File: config.mk
export PLATFORM = sky130hd
export DESIGN_NAME = ee354_numlock_param_sm_flat
export DESIGN_NICKNAME = d
export VERILOG_FILES = /design/src/rtl/ee354_numlock_if.sv /design/src/rtl/ee354_numlock_param_sm.sv /design/src/flat_wrapper.sv
export SDC_FILE = /design/constraint.sdc
export NUM_CORES = 1
export LEC_CHECK = 0
export CORE_MARGIN = 1
export CORE_UTILIZATION = 54
export CTS_CLUSTER_DIAMETER = 120
export DETAILED_ROUTE_END_ITERATION = 10
export GPL_TIMING_DRIVEN = 0
export PLACE_DENSITY_LB_ADDON = 0.15
export SLEW_MARGIN = 0
export SYNTH_ARGS = -nofsm -noshare
export SYNTH_HDL_FRONTEND = slang
export SYNTH_SLANG_ARGS = --single-unit
export TNS_END_PERCENT = 5
File: constraint.sdc
create_clock -name clk -period 2.6 [get_ports clk]
set_input_delay 0.52 -clock clk [delete_from_list [all_inputs] [get_ports clk]]
set_output_delay 0.52 -clock clk [all_outputs]
set_load 0.01 [all_outputs]
File: src/rtl/ee354_numlock_if.sv
// Button inputs and lock status outputs of the parametrised number lock.
// master drives the buttons (button debouncer side); slave is the lock FSM.
interface ee354_numlock_if #(
  parameter int unsigned CODE_LEN  = 4,
  parameter int unsigned MAX_FAILS = 3
);
  localparam int unsigned DigitW = $clog2(CODE_LEN + 1);
  localparam int unsigned FailW  = $clog2(MAX_FAILS + 1);

  logic              U;
  logic              Z;
  logic              Unlock;
  logic              q_Bad;
  logic              q_Lockout;
  logic [2:0]        state;
  logic [DigitW-1:0] digit_cnt;
  logic [FailW-1:0]  fail_cnt;

  modport master (
    output U, Z,
    input  Unlock, q_Bad, q_Lockout, state, digit_cnt, fail_cnt
  );

  modport slave (
    input  U, Z,
    output Unlock, q_Bad, q_Lockout, state, digit_cnt, fail_cnt
  );
endinterface

File: src/rtl/ee354_numlock_param_sm.sv
// U/Z number lock: collects a full CODE_LEN-digit entry before judging it,
// then pulses Unlock for OPEN_CYCLES or counts a failure, locking out after MAX_FAILS.
module ee354_numlock_param_sm #(
  parameter int unsigned          CODE_LEN       = 4,
  parameter logic [CODE_LEN-1:0]  CODE           = 4'b1011,
  parameter int unsigned          OPEN_CYCLES    = 16,
  parameter int unsigned          MAX_FAILS      = 3,
  parameter int unsigned          LOCKOUT_CYCLES = 64
) (
  input  logic               clk,
  input  logic               reset,
  ee354_numlock_if.slave     bus
);
  localparam int unsigned DigitW   = $clog2(CODE_LEN + 1);
  localparam int unsigned FailW    = $clog2(MAX_FAILS + 1);
  localparam int unsigned TimerMax = (OPEN_CYCLES > LOCKOUT_CYCLES) ? OPEN_CYCLES
                                                                    : LOCKOUT_CYCLES;
  localparam int unsigned TimerW   = $clog2(TimerMax + 1);

  localparam logic [DigitW-1:0] DigitMax  = DigitW'(CODE_LEN);
  localparam logic [FailW-1:0]  FailMax   = FailW'(MAX_FAILS);
  localparam logic [TimerW-1:0] OpenLoad  = TimerW'(OPEN_CYCLES - 1);
  localparam logic [TimerW-1:0] LockLoad  = TimerW'(LOCKOUT_CYCLES - 1);

  typedef enum logic [2:0] {
    StIdle    = 3'd0,
    StPress   = 3'd1,
    StWait    = 3'd2,
    StOpening = 3'd3,
    StBad     = 3'd4,
    StLockout = 3'd5
  } state_e;

  state_e              state_q, state_d;
  logic [DigitW-1:0]   digit_cnt_q, digit_cnt_d;
  logic [FailW-1:0]    fail_cnt_q, fail_cnt_d;
  logic [TimerW-1:0]   timer_q, timer_d;
  logic                mismatch_q, mismatch_d;
  logic [CODE_LEN-1:0] code_shift;
  logic                any_btn;
  logic                digit_bad;

  always_ff @(posedge clk or posedge reset) begin
    if (reset) begin
      state_q     <= StIdle;
      digit_cnt_q <= '0;
      fail_cnt_q  <= '0;
      timer_q     <= '0;
      mismatch_q  <= 1'b0;
    end else begin
      state_q     <= state_d;
      digit_cnt_q <= digit_cnt_d;
      fail_cnt_q  <= fail_cnt_d;
      timer_q     <= timer_d;
      mismatch_q  <= mismatch_d;
    end
  end

  always_comb begin
    state_d     = state_q;
    digit_cnt_d = digit_cnt_q;
    fail_cnt_d  = fail_cnt_q;
    timer_d     = timer_q;
    mismatch_d  = mismatch_q;
    any_btn     = bus.U | bus.Z;
    // Expected digit for this position sits in the MSB after shifting out accepted digits.
    code_shift  = CODE << digit_cnt_q;
    digit_bad   = (bus.U == bus.Z) || (bus.U != code_shift[CODE_LEN-1]);

    case (state_q)
      StIdle, StWait: begin
        if (any_btn && (digit_cnt_q != DigitMax)) begin
          state_d     = StPress;
          digit_cnt_d = digit_cnt_q + 1'b1;
          mismatch_d  = mismatch_q | digit_bad;
        end
      end
      StPress: begin
        if (!any_btn) begin
          if (digit_cnt_q != DigitMax) begin
            state_d = StWait;
          end else begin
            digit_cnt_d = '0;
            mismatch_d  = 1'b0;
            if (mismatch_q) begin
              state_d    = StBad;
              fail_cnt_d = (fail_cnt_q == FailMax) ? fail_cnt_q : fail_cnt_q + 1'b1;
            end else begin
              state_d    = StOpening;
              fail_cnt_d = '0;
              timer_d    = OpenLoad;
            end
          end
        end
      end
      StOpening: begin
        if (timer_q == '0) begin
          state_d = StIdle;
        end else begin
          timer_d = timer_q - 1'b1;
        end
      end
      StBad: begin
        // fail_cnt was already incremented on entry.
        if (fail_cnt_q == FailMax) begin
          state_d = StLockout;
          timer_d = LockLoad;
        end else begin
          state_d = StIdle;
        end
      end
      StLockout: begin
        if (timer_q != '0) begin
          timer_d = timer_q - 1'b1;
        end else if (!any_btn) begin
          state_d    = StIdle;
          fail_cnt_d = '0;
        end
      end
      default: begin
        state_d     = StIdle;
        digit_cnt_d = '0;
        mismatch_d  = 1'b0;
        timer_d     = '0;
      end
    endcase
  end

  assign bus.Unlock    = (state_q == StOpening);
  assign bus.q_Bad     = (state_q == StBad);
  assign bus.q_Lockout = (state_q == StLockout);
  assign bus.state     = state_q;
  assign bus.digit_cnt = digit_cnt_q;
  assign bus.fail_cnt  = fail_cnt_q;
endmodule

File: src/flat_wrapper.sv
// flat-port wrapper written by rule: the top's interface ports become plain ports
module ee354_numlock_param_sm_flat 
#(
  parameter int unsigned          CODE_LEN       = 4,
  parameter logic [CODE_LEN-1:0]  CODE           = 4'b1011,
  parameter int unsigned          OPEN_CYCLES    = 16,
  parameter int unsigned          MAX_FAILS      = 3,
  parameter int unsigned          LOCKOUT_CYCLES = 64
)
  (clk, reset, bus_U, bus_Z, bus_Unlock, bus_q_Bad, bus_q_Lockout, bus_state, bus_digit_cnt, bus_fail_cnt);
  ee354_numlock_if #(.CODE_LEN(CODE_LEN), .MAX_FAILS(MAX_FAILS)) bus_i ();
  input  logic clk;
  input  logic reset;
  input wire logic [$bits(bus_i.U)-1:0] bus_U;
  input wire logic [$bits(bus_i.Z)-1:0] bus_Z;
  output wire logic [$bits(bus_i.Unlock)-1:0] bus_Unlock;
  output wire logic [$bits(bus_i.q_Bad)-1:0] bus_q_Bad;
  output wire logic [$bits(bus_i.q_Lockout)-1:0] bus_q_Lockout;
  output wire logic [$bits(bus_i.state)-1:0] bus_state;
  output wire logic [$bits(bus_i.digit_cnt)-1:0] bus_digit_cnt;
  output wire logic [$bits(bus_i.fail_cnt)-1:0] bus_fail_cnt;
  assign bus_i.U = bus_U;
  assign bus_i.Z = bus_Z;
  assign bus_Unlock = bus_i.Unlock;
  assign bus_q_Bad = bus_i.q_Bad;
  assign bus_q_Lockout = bus_i.q_Lockout;
  assign bus_state = bus_i.state;
  assign bus_digit_cnt = bus_i.digit_cnt;
  assign bus_fail_cnt = bus_i.fail_cnt;
  ee354_numlock_param_sm #(.CODE_LEN(CODE_LEN), .CODE(CODE), .OPEN_CYCLES(OPEN_CYCLES), .MAX_FAILS(MAX_FAILS), .LOCKOUT_CYCLES(LOCKOUT_CYCLES)) u_core (.clk(clk), .reset(reset), .bus(bus_i));
endmodule
==> flow_summary.yaml <==
detailed_routing:
  vias_per_cell: 6.11
  dr.pass1.iters: 4
  vias: 1192
  drtIter0Drc: 66
  ant_nets: 0
  routed_wl_um: 2800
  wl_per_cell_um: 14.3
  drc_errors: 0
clocking:
  clock_sinks: 16
  cts_root_buffer: "clkbuf_4"
  cts_tree: "done"
  post_cts_buffers: 0
  cts_resized: 0
  cts-buffers-inserted: 3
  cts_buffer_depth: 2
  clk_transition_reported_paths_ns: 0.10
  clock_latency_ns: 0.30
  cts_hold_buffers: 0
  h-tree-depth: 1
floorplan:
  die_y_um: 49.3
  coreArea_um2: 2020
  rows: 16
  dieArea_um2: 2430
  ios: 15
  start_util_pct: 59.7
  die_w_um: 49.3
grt:
  grt_pass1_vias: 1063
  grt_pass1_wl_um: 4890
  grt_max_degree: 17
  antenna_found_initial: 0
  track_usage_pct: 26.7
  overflow: 0
pwr:
  p_leak_nw: 0.595
  p_int_uw: 826
  p_sw_uw: 693
  p_per_area_nw_per_um2: 1070
  irDropWorstVdd_mv: 0.787
  clockPowerShare_pct: 11.3
  seq_power_share_pct: 32.2
  power_frac_comb_pct: 56.5
  switching_share_pct: 45.6
layout:
  antenna_cells: 0
  fillers: 170
  multi_input_area_um2: 738
  syn_to_final_growth_pct: 17.4
  nets: 180
  layout-drive-gt1-share_pct: 9.52
  stdcell_count: 195
  seq_area_um2: 400
hold_path:
  hold_start: "u_core.timer_q[6]"
  min_path_cells: 1
  hold_path_class: "register to register"
  whs_endpoint: "u_core.timer_q[6]"
setup_path:
  r2r_cells: 7
  worstSetupStartpointType: "register"
  required_ns: 2.08
  timing.rr.start: "u_core.timer_q[0]"
  path_cells: "nor2b_1, and2_1, clkdlybuf4s50_1"
  r2r_slack_ns: 0.43
  reg2reg_to: "u_core.timer_q[6]"
  crit_family: "simple AND/OR/NAND/NOR gates"
  crit_type: "register to primary output"
  cp_max_fo: 8
  crit_buf_inv: 1
  end_kind: "primary output"
  cp_slowest_stage_delay_ns: 0.55
  crit_slowest_cell: "clkdlybuf4s50_1"
  cp.arrival_ns: 1.90
sta:
  finalWorstSetupSlack_ns: 0.180
  min_period_ns: 2.42
  clock.fmax_ghz: 0.413
  rsz0062_at_grt: "false"
  drv_slew: 0
  fin_crit_sh_pct: 93.1
  relSlewSlack_pct: 58.2
  finalSetupViolations: 0
  tightest_slew_ns: 0.626
  finalSetupTns_ns: 0
  hold_violations: 0
  skew_ns: 0.00391
logic_synthesis:
  synth-edff-count: 0
  synth_warnings: 0
  async_flop_share_pct: 100
  synth_commonest_cells: "o21ai_0 (17), dfrtp_1 (16), nor2_1 (15)"
  synth_top_area_share_pct: 33.2
  synth_ff_type: "dfrtp_1"
  seq_area_frac_synth_pct: 33.2
  synth.area.top_cells: "dfrtp_1 (33%), ha_1 (7.3%), o21ai_0 (7.1%)"
  yosysMostFrequentCell: "o21ai_0"
  synth_area_um2: 1210
  synth-seq-cells: 16
  synth_area_per_cell_um2: 8.04
  synth_cells: 150
  yosys.area.top_type: "dfrtp_1"
  synth_fp_nets: 161
  synth_cell_types: 39
placement:
  io_buffers: 14
  gp_congestion: 0.906
  dp_hpwl_um: 2030
  place_ws_ns: 0.0552
  place_inst: 191
status:
  status: "complete, no violations"
flow_run:
  drv_cap: 0
how the worst max path moves through the flow:
stage                         from           endpoint  slack [ns]  depth (start not counted)
6_report       u_core.bus.state[2]         bus_Unlock        0.18                          3
5_1_grt        u_core.bus.state[1]         bus_Unlock        0.10                          3
4_1_cts        u_core.bus.state[0]         bus_Unlock        0.21                          3
3_5_place_dp                 bus_U  u_core.timer_q[6]        0.06                          8
3_3_place_gp                 bus_U  u_core.timer_q[4]        0.09                          9
2_1_floorplan    u_core.timer_q[0]  u_core.timer_q[6]        0.58                          7
placed cells by master, fill, tap and decap left out, drive strengths merged, types with 5 or more instances in the layout:
cell type      count
clkbuf             9
inv                9
nand2             13
nor2              15
a21oi             10
dfrtp             16
clkdlybuf4s50     14
ha                 7
nand2b             5
o21ai             17
nand3              6
cells by family after synthesis:
logic type               after synthesis  share of synthesized area [%]
flip-flops                            16                           33.2
AND/OR/NAND/NOR                       58                           24.6
AO/OA/AOI/OAI                         50                           27.8
XOR/XNOR                               1                          0.726
buffers and inverters                 17                           5.60
multiplexers                           1                          0.830
adder cells (fa/ha/maj)                7                           7.26
flip-flops by register name (all words and copies together) (netlist names):
register              count
u_core.bus.fail_cnt       2
u_core.mismatch_q         1
u_core.bus.digit_cnt      3
u_core.timer_q            7
u_core.bus.state          3
per-stage QoR:
| step | hold slack (ns) | area (µm²) | utilization [%] | power [mW] |
|---|---|---|---|---|
| finish | 0.480 | 1420 | 70.0 | 1.52 |
| global route | 0.531 | 1420 | 70.0 | 1.65 |
| CTS | 0.485 | 1420 | 70.0 | 1.51 |
| detailed placement | 0.472 | 1380 | 68.3 | 1.33 |
| global placement | 0.456 | 1380 | 68.3 | 1.31 |
| floorplan | 0.434 | 1210 | - | 1.05 |
final cells by class:
type	instances	share of cell area [%]
inverter	9	2.39
tap	27	2.39
clock buffer	4	2.56
timing repair buffer	14	9.89
sequential	16	28.3
buffer	8	2.39
multi-input combinational	117	52.1
power by group through the flow:
stage	Clock (mW)	Combinational [mW]	Sequential, mW
global route	0.187	0.963	0.504
finish	0.171	0.857	0.489
detailed placement	0	0.844	0.489
global placement	0	0.825	0.481
floorplan	0	0.575	0.479
CTS	0.172	0.851	0.485
layer usage:
layer	GRT usage (%)	vias up	wire length, µm
li1	-	576	-
met3	4.05	5	206
met1	38.0	563	1310
met2	40.0	48	1230
met5	0	-	0
met4	10.8	0	45
(Power assumes the default switching activity.)
